## src/rtl/cic_pkg.sv

```systemverilog
// Shared constants and state encoding for the CIC decimator controller.
package cic_pkg;

    localparam int DEF_W     = 24;
    localparam int DEF_ORDER = 2;
    localparam int DEF_RATIO = 4;
    localparam int MIN_RATIO = 2;

    typedef logic [1:0] state_t;

    localparam state_t IDLE   = 2'd0;
    localparam state_t FLUSH  = 2'd1;
    localparam state_t SETTLE = 2'd2;
    localparam state_t RUN    = 2'd3;

endpackage

```

## src/rtl/cic_phase_gen.sv

```systemverilog
// Reloadable decimation phase counter: emits the comb strobe every R cycles
// and counts strobes since the last load, saturating at ORDER.
module cic_phase_gen
    import cic_pkg::*;
#(
    parameter int RW    = 8,
    parameter int ORDER = DEF_ORDER,
    parameter int CW    = $clog2(ORDER + 1)
) (
    input  logic          clk,
    input  logic          reset,
    input  logic          load,
    input  logic          run,
    input  logic [RW-1:0] ratio,
    output logic          strobe,
    output logic [CW-1:0] count
);

    logic [RW-1:0] phase;

    assign strobe = run && (phase == '0);

    always_ff @(posedge clk) begin
        if (reset) begin
            phase <= '0;
            count <= '0;
        end else if (load) begin
            phase <= ratio - RW'(1);
            count <= '0;
        end else if (run) begin
            if (phase == '0) begin
                phase <= ratio - RW'(1);
                if (count != CW'(ORDER))
                    count <= count + CW'(1);
            end else begin
                phase <= phase - RW'(1);
            end
        end
    end

endmodule

```

## src/rtl/cic_ctrl.sv

```systemverilog
// CIC decimator sequencer: ratio config, flush/settle/run FSM, output stream.
// Optional drop counter port enabled by defining CIC_CTRL_DROPCNT_EN.
module cic_ctrl
    import cic_pkg::*;
#(
    parameter int W     = DEF_W,
    parameter int RW    = 8,
    parameter int ORDER = DEF_ORDER
) (
    input  logic          clk,
    input  logic          reset,
    input  logic          enable,
    input  logic          cfg_valid,
    input  logic [RW-1:0] cfg_ratio,
    output logic          cfg_ready,
    output logic          int_en,
    output logic          comb_en,
    output logic          dp_clear,
    input  logic [W-1:0]  dp_data,
    output logic          out_valid,
    input  logic          out_ready,
    output logic [W-1:0]  out_data,
    output logic          overrun,
    output logic          busy
`ifdef CIC_CTRL_DROPCNT_EN
    ,
    output logic [15:0]   drop_count
`endif
);

    localparam int CW = $clog2(ORDER + 1);
    localparam logic [RW-1:0] RATIO_RST = RW'(DEF_RATIO);
    localparam logic [RW-1:0] RATIO_MIN = RW'(MIN_RATIO);

    state_t        state;
    logic [RW-1:0] ratio;
    logic [CW-1:0] count;
    logic          active;
    logic          strobe;
    logic          last_settle;
    logic          cap_pend;
    logic          capture;
    logic          drop;
    logic          xfer;

    assign active      = enable && (state == SETTLE || state == RUN);
    assign int_en      = active;
    assign comb_en     = strobe;
    assign dp_clear    = (state == FLUSH);
    assign cfg_ready   = (state == IDLE) && !reset;
    assign busy        = (state != IDLE);
    assign last_settle = strobe && (count == CW'(ORDER - 1));
    // Strobe in t makes dp_data valid in t+1; dropping enable cancels it.
    assign capture     = cap_pend && enable && (state == RUN);
    assign drop        = capture && out_valid && !out_ready;
    assign xfer        = out_valid && out_ready;

    cic_phase_gen #(
        .RW    (RW),
        .ORDER (ORDER),
        .CW    (CW)
    ) u_phase (
        .clk    (clk),
        .reset  (reset),
        .load   (state == FLUSH),
        .run    (active),
        .ratio  (ratio),
        .strobe (strobe),
        .count  (count)
    );

    always_ff @(posedge clk) begin
        if (reset) begin
            state <= IDLE;
            ratio <= RATIO_RST;
        end else begin
            unique case (state)
                IDLE: begin
                    if (cfg_valid)
                        ratio <= (cfg_ratio < RATIO_MIN) ? RATIO_MIN : cfg_ratio;
                    else if (enable)
                        state <= FLUSH;
                end
                FLUSH: state <= SETTLE;
                SETTLE: begin
                    if (!enable)
                        state <= IDLE;
                    else if (last_settle)
                        state <= RUN;
                end
                RUN: begin
                    if (!enable)
                        state <= IDLE;
                end
                default: state <= IDLE;
            endcase
        end
    end

    always_ff @(posedge clk) begin
        if (reset) begin
            cap_pend  <= 1'b0;
            out_valid <= 1'b0;
            out_data  <= '0;
            overrun   <= 1'b0;
        end else begin
            cap_pend <= strobe && (state == RUN);
            if (drop) begin
                overrun <= 1'b1;
            end else if (capture) begin
                out_data  <= dp_data;
                out_valid <= 1'b1;
            end else if (xfer) begin
                out_valid <= 1'b0;
            end
        end
    end

`ifdef CIC_CTRL_DROPCNT_EN
    always_ff @(posedge clk) begin
        if (reset)
            drop_count <= '0;
        else if (drop && drop_count != 16'hFFFF)
            drop_count <= drop_count + 16'd1;
    end
`endif

endmodule

```

## config.mk

```make
export PLATFORM = sky130hd
export DESIGN_NAME = cic_ctrl
export DESIGN_NICKNAME = d
export VERILOG_FILES = /design/src/rtl/cic_pkg.sv /design/src/rtl/cic_phase_gen.sv /design/src/rtl/cic_ctrl.sv
export SDC_FILE = /design/constraint.sdc
export NUM_CORES = 1
export LEC_CHECK = 0
export CAP_MARGIN = 15
export CELL_PAD_IN_SITES_DETAIL_PLACEMENT = 0
export CELL_PAD_IN_SITES_GLOBAL_PLACEMENT = 2
export CORE_MARGIN = 10
export CORE_UTILIZATION = 23
export DETAILED_ROUTE_END_ITERATION = 6
export PLACE_DENSITY_LB_ADDON = 0.1
export SYNTH_ARGS = -nofsm -noshare
export SYNTH_HDL_FRONTEND = slang
export SYNTH_SLANG_ARGS = --single-unit
```

## constraint.sdc

```tcl
create_clock -name clk -period 1.61 [get_ports clk]
set_input_delay 0.2415 -clock clk [delete_from_list [all_inputs] [get_ports clk]]
set_output_delay 0.2415 -clock clk [all_outputs]
set_load 0.05 [all_outputs]
```

==> metrics.txt, run 1 <==
met1 usage=0.117; critical path data required time=1.81 ns; sw frac=0.290; syn_area_per_cell=8.02 um^2; WHS=0.459 ns; Core Util, Final=0.399; Final Skew=0.0114 ns; CP Max Fanout=2; RSZ-0062 raised after global routing=yes; mux cell area share after synthesis=0; hold buffer count at cts=0; Synth Area in Compound Gates=0.185; Clock transition at path regs=0.10 ns; Adder-Cell Fraction of Synth Area=0.0298; Clock Root Buffer=clkbuf_8; Detailed Place HPWL=5270 um; clock tree buffer depth=2; cells along the critical path=inv_2 > buf_4 > ha_4 > nor2b_4 > nand2b_4 > or4_4 > a32oi_1 > o21ai_1; first-pass GRT wire length=11,000 um; Max-Slew Margin vs Limit=0.784; Worst Tran Pin Value=0.322 ns; fin. max-slew vios=0; Worst Hold Class=flip-flop to flip-flop; placed cell count=464; fin nets=415; global-route congestion overflow total=0; Final TNS setup=-0.187 ns; Sequential Power Share=0.393; DRC Markers=0; largest net degree at the start of global routing=30; worst setup margin=-0.0790 ns; Tmin final=1.69 ns; Yosys top cell by area=dfxtp_1; initial antenna violation count=0; top post-synthesis cells by area=dfxtp_1 (45%), nand2_1 (12%), a21oi_1 (9.3%); Lkg Pwr=1.40 nW; most frequent cells in the layout=nand2_1 (67), buf_4 (67), dfxtp_1 (40), a21oi_1 (39), clkdlybuf4s50_1 (36); status=finished with violations; post-synthesis xor/xnor area fraction=0.0250; final non-filler cell total=482; # IOs=68; clock share of power=0.301; per-cell routed wire length=14.6 um; vias per cell=4.52; busiest grt layer=met2; fraction of layout cells with a size suffix above 1=0.342; endpoints failing hold=0; CTS tree=done; largest family of logic cells by synthesized area=simple AND/OR/NAND/NOR gates; CP max-delay cell=or4_4; Die Y-Extent=116 um; WP data arrival=1.88 ns; Post-Synthesis Cells=262; M3 GR Usage=0.0388; Total GRT Usage=0.104; Area Growth Syn to Fin=67.2%; # clock sinks=47; Syn. warnings=0; Fmax=0.592 GHz; Psw=0.916 mW; worst slack at placement=-0.211 ns; count of input and output buffers=67; TritonCTS Buffers=5; router iterations before antenna repair=4; sequential area share after synthesis=0.448; met2 capacity usage during global routing=0.182; DIE WIDTH=116 um; vias=2,178; # rows=34; Core Footprint=0.00881 mm^2; H-tree depth=2; Synth Area in Simple Gates=0.262; Pint=2.24 mW; CP peak stage delay=0.41 ns; vias in the first global route=2,171; Cell Pwr Density=899 mW/mm^2; Final GP Congestion=0.814; die area=0.0134 mm^2; CP endpoint kind=flip-flop; Final setup violation count=3; Ant. Diodes=0; initial cell density of the core=0.239; worst skew pair latency=0.30 ns; antenna-violating nets left=0; maxcap violations=0; critical path startpoint category=flip-flop; Post-Route WL=7050 um; synth unique cells=45; Net Count, Synth=304; #FFs+latches synth=47; violated checks=negative setup slack; WS Path Type=flip-flop to flip-flop; Logic pwr share=0.306; initial DRC count=80; Synth Cell Area=0.00210 mm^2; Yosys top cell area share=0.448; fin crit share=1.05; Worst VDD drop=323 uV
==> worst paths after layout <==
check / start / end / slack, ns / cells past startpoint
hold / removal: out_data[11] / out_data[11] / 0.46 / 2
setup reg to reg: u_phase.phase[0] / u_phase.phase[6] / -0.08 / 8
hold reg to reg: out_data[11] / out_data[11] / 0.46 / 2
setup / recovery: u_phase.phase[0] / u_phase.phase[6] / -0.08 / 8
==> worst max-delay path, delay by kind of cell (launching register included) <==
kind                       cells  cell delay, ns
and+or+nand+nor                3            0.63
DFF                            1            0.33
adders and majority gates      1            0.13
buffers and inverters          2            0.20
AOI/OAI and AO/OA              2            0.28
==> what timing repair did <==
| item | 4_1_cts | 5_1_grt |
|---|---|---|
| pin swaps | 9 | 14 |
| setup endpoints to repair | 10 | 13 |
| setup buffers | 8 | 2 |
| resized for setup | 20 | 20 |
| gates cloned | 0 | 1 |
==> stage by stage <==
stage,instance area (um^2),power [mW]
detailed placement,3180,2.01
floorplan,2130,1.64
global route,3510,3.34
global placement,3180,2.02
CTS,3420,3.11
finish,3510,3.16
==> sequential cells by signal, summed over array words and instances, names as in the netlist <==
register and flops:
out_valid 1, u_phase.count 2, out_data 24, cap_pend 1, ratio 8, state 2, overrun 1, u_phase.phase 8
==> power groups by stage <==
stage / clock, mW / combinational [mW] / sequential (mW)
2_1_floorplan: 0 / 0.373 / 1.26
3_3_place_gp: 0 / 0.757 / 1.26
3_5_place_dp: 0 / 0.750 / 1.26
4_1_cts: 0.989 / 0.881 / 1.24
5_1_grt: 1.03 / 1.06 / 1.25
6_report: 0.950 / 0.966 / 1.24
==> cell families after synthesis <==
family / count (synthesis)
AND/OR/NAND/NOR: 115
flip-flops: 47
buffers and inverters: 24
adder cells (fa/ha/maj): 5
XOR/XNOR: 6
AO/OA/AOI/OAI: 65
==> per-layer routing <==
layer | up-vias | wire (um)
li1 | 1116 | -
met5 | - | 0
met2 | 42 | 3620
met4 | 0 | 37
met1 | 1018 | 3020
met3 | 2 | 373
==> cells in the mapped netlist <==
cell	count
nand4_1	2
o32ai_1	1
inv_2	1
nand2_1	68
a21oi_2	1
clkbuf_1	9
nand2_2	2
o21ai_0	6
nor2_1	14
a22oi_1	2
o21a_1	1
a32oi_1	1
nor3b_1	2
or3b_2	1
inv_1	12
nor4_1	2
a31o_2	1
and2_1	1
nor2b_1	2
xnor2_1	3
nor3_1	5
o41ai_1	1
or4_1	4
or3_1	1
o211ai_1	2
o31ai_1	1
nand3_1	3
o21ai_2	1
a2bb2oi_1	1
a21oi_1	39
dfxtp_1	47
ha_1	5
a32o_1	1
a2111oi_2	1
nor4_4	1
o21ai_1	1
a31oi_1	3
and3_1	1
nor3_4	1
xor2_1	3
a221oi_1	1
nor3b_2	1
or4_4	1
buf_6	2
nand2b_1	3
==> layout make-up <==
class	count	area, um^2
Clock buffer	6	82.6
Clock inverter	2	38.8
Fill cell	898	5290
Inverter	13	55.1
Multi-Input combinational cell	192	1190
Sequential cell	47	950
Tap cell	108	135
Timing Repair Buffer	114	1060
No activity file was read; power rests on OpenSTA's default activity.
==> run 2: changes to the inputs <==
--- a/config.mk
+++ b/config.mk
@@ -11,7 +11,7 @@
 export CORE_MARGIN = 10
 export CORE_UTILIZATION = 23
 export DETAILED_ROUTE_END_ITERATION = 6
-export PLACE_DENSITY_LB_ADDON = 0.1
+export PLACE_DENSITY_LB_ADDON = 0.12
 export SYNTH_ARGS = -nofsm -noshare
 export SYNTH_HDL_FRONTEND = slang
 export SYNTH_SLANG_ARGS = --single-unit
==> metrics.txt, run 2 (same netlist as run 1, synthesis figures left out) <==
largest net degree at the start of global routing=25 (-17%); clock tree buffer depth=2 (unchanged); critical path data required time=1.37 ns (-0.44 ns); Final GP Congestion=0.801 (-1.6%); fill count=913 (+1.7%); largest register by flop count=out_data; final non-filler cell total=483 (+0.21%); DIE WIDTH=116 um (unchanged); Area Growth Syn to Fin=65.3%; worst skew pair latency=0.30 ns (about the same); most frequent cells in the layout=buf_4 (69), nand2_1 (68), dfxtp_1 (39), a21oi_1 (38), clkdlybuf4s50_1 (36); H-tree depth=2 (unchanged); CP endpoint kind=primary output; initial antenna violation count=0 (unchanged); hold buffer count at cts=0 (unchanged); Final Skew=0.00393 ns (-0.00747 ns); # rows=34 (unchanged); WHS Endpoint=out_data[16]; placed cell count=468 (+0.86%); R2R Setup Slk=-0.03 ns (+0.05 ns); Worst Hold Class=flip-flop to flip-flop; Hold Startpoint=out_data[16]; max reg flops=24 (unchanged); commonest non-fill, non-tap cell in the layout=buf_4; Max-Slew Margin vs Limit=0.793 (+0.00917); CTS tree=done; worst setup margin=-0.0787 ns (+0.000312 ns); maxcap violations=0 (unchanged); # clock sinks=47 (unchanged); per-cell routed wire length=14.6 um (-0.26%); fraction of layout cells with a size suffix above 1=0.344 (+0.00175); R2R Path End=u_phase.phase[6]; Worst VDD drop=259 uV (-20%); Detailed Place HPWL=5420 um (+2.8%); # IOs=68 (unchanged); vias=2,170 (-0.37%); Clock transition at path regs=0.10 ns (about the same); Final setup violation count=2 (-1); Fmax=0.592 GHz (about the same); Post-Route WL=7040 um (about the same); critical path startpoint category=flip-flop; initial cell density of the core=0.239 (unchanged); global-route congestion overflow total=0 (unchanged); Worst Tran Pin Value=0.311 ns (-0.0118 ns); DRC Markers=0 (unchanged); RSZ-0062 raised after global routing=yes; Core Footprint=0.00881 mm^2 (unchanged); endpoints failing hold=0 (unchanged); sequential cell area=953 um^2 (+0.40%); Clock Root Buffer=clkbuf_8; fin nets=416 (+0.24%); Regs by FF count=out_data: 24 flops, ratio: 8 flops, u_phase.phase: 8 flops; WP data arrival=1.45 ns (-0.43 ns); TritonCTS Buffers=5 (unchanged); Total GRT Usage=0.105 (+0.000962); router iterations before antenna repair=4 (unchanged); vias in the first global route=2,226 (+2.5%); Cell Pwr Density=837 mW/mm^2 (-6.8%); fin. max-slew vios=0 (unchanged); WHS=0.460 ns (+0.00109 ns); Ant. Diodes=0 (unchanged); worst hold stages=2 (unchanged); Final TNS setup=-0.109 ns (+0.0778 ns); antenna-violating nets left=0 (unchanged); fin crit share=1.05 (about the same); status=finished with violations; CP Max Fanout=6 (+4); Lkg Pwr=1.39 nW (-1.3%); WS Path Type=flip-flop to primary output; die area=0.0134 mm^2 (unchanged); Die Y-Extent=116 um (unchanged); initial DRC count=72 (-10%); first-pass GRT wire length=11,400 um (+3.1%); violated checks=negative setup slack; multi-input logic area=0.00120 mm^2 (+0.42%); count of input and output buffers=67 (unchanged); Tmin final=1.69 ns (-0.000312 ns); vias per cell=4.49 (-0.57%); FF-to-FF Start=u_phase.phase[0]; worst-case reg-to-reg path depth=8 (unchanged)
run 2: cell count changes in the layout (fill, tap and decap cells not counted), moves of 2 or more:
cell / change
clkinv_2: +2
o21ai_1: -2
buf_12: -2
buf_4: +2
or4_1: +2
or4_4: -2
run 2: stage by stage:
step | util | power [mW] | cell area (um^2) | setup WS [ns]
2_1_floorplan | - | 1.64 | 2130 | -0.0107
3_3_place_gp | 0.362 | 2.02 | 3190 | -0.129
3_5_place_dp | 0.362 | 2.01 | 3190 | -0.141
4_1_cts | 0.386 | 2.89 | 3400 | -0.117
5_1_grt | 0.394 | 3.09 | 3470 | -0.174
6_report | 0.394 | 2.91 | 3470 | -0.0787
run 2: worst max path at each step:
stage,startpoint,to,cells past startpoint
2_1_floorplan,u_phase.phase[0],u_phase.phase[2],6
3_3_place_gp,enable,u_phase.phase[0],7
3_5_place_dp,enable,u_phase.phase[0],7
4_1_cts,u_phase.phase[1],comb_en,6
5_1_grt,u_phase.phase[1],comb_en,6
6_report,u_phase.phase[3],comb_en,5
run 2: power breakdown:
part / leakage [nW] / switching [mW] / total (mW) / internal (mW)
logic: 0.953 / 0.438 / 0.929 / 0.491
registers: 0.385 / 0.0331 / 1.23 / 1.20
clock network: 0.0483 / 0.437 / 0.744 / 0.307
total: 1.39 / 0.908 / 2.91 / 2.00
run 2: what timing repair did:
| action | CTS | global route |
|---|---|---|
| setup buffers | 6 | 1 |
| gates resized for setup | 24 | 17 |
| setup endpoints to repair | 8 | 12 |
| gates cloned | 0 | 1 |
| pin swaps | 6 | 11 |
run 2: area by class of cell:
type | instances | area share
clock buffers | 5 | 0.0198
well taps | 108 | 0.0389
multi-input cells | 192 | 0.345
repair buffers | 115 | 0.300
flip-flops and latches | 47 | 0.274
inverters | 13 | 0.0159
clock inverters | 3 | 0.00540
run 2: layer usage:
metal | up-vias | wire length [um] | GRT usage
met5 | - | 0 | 0
met4 | 0 | 37 | 0.0253
met3 | 2 | 549 | 0.0403
met2 | 51 | 3410 | 0.178
met1 | 993 | 3040 | 0.123
li1 | 1124 | - | -
run 2: critical path, cell delays in order, from the launching register on:
cell     delay [ns]
dfxtp_2        0.33
buf_6          0.12
nor4_4         0.31
nand2_2        0.12
nor2_4         0.12
buf_12         0.14
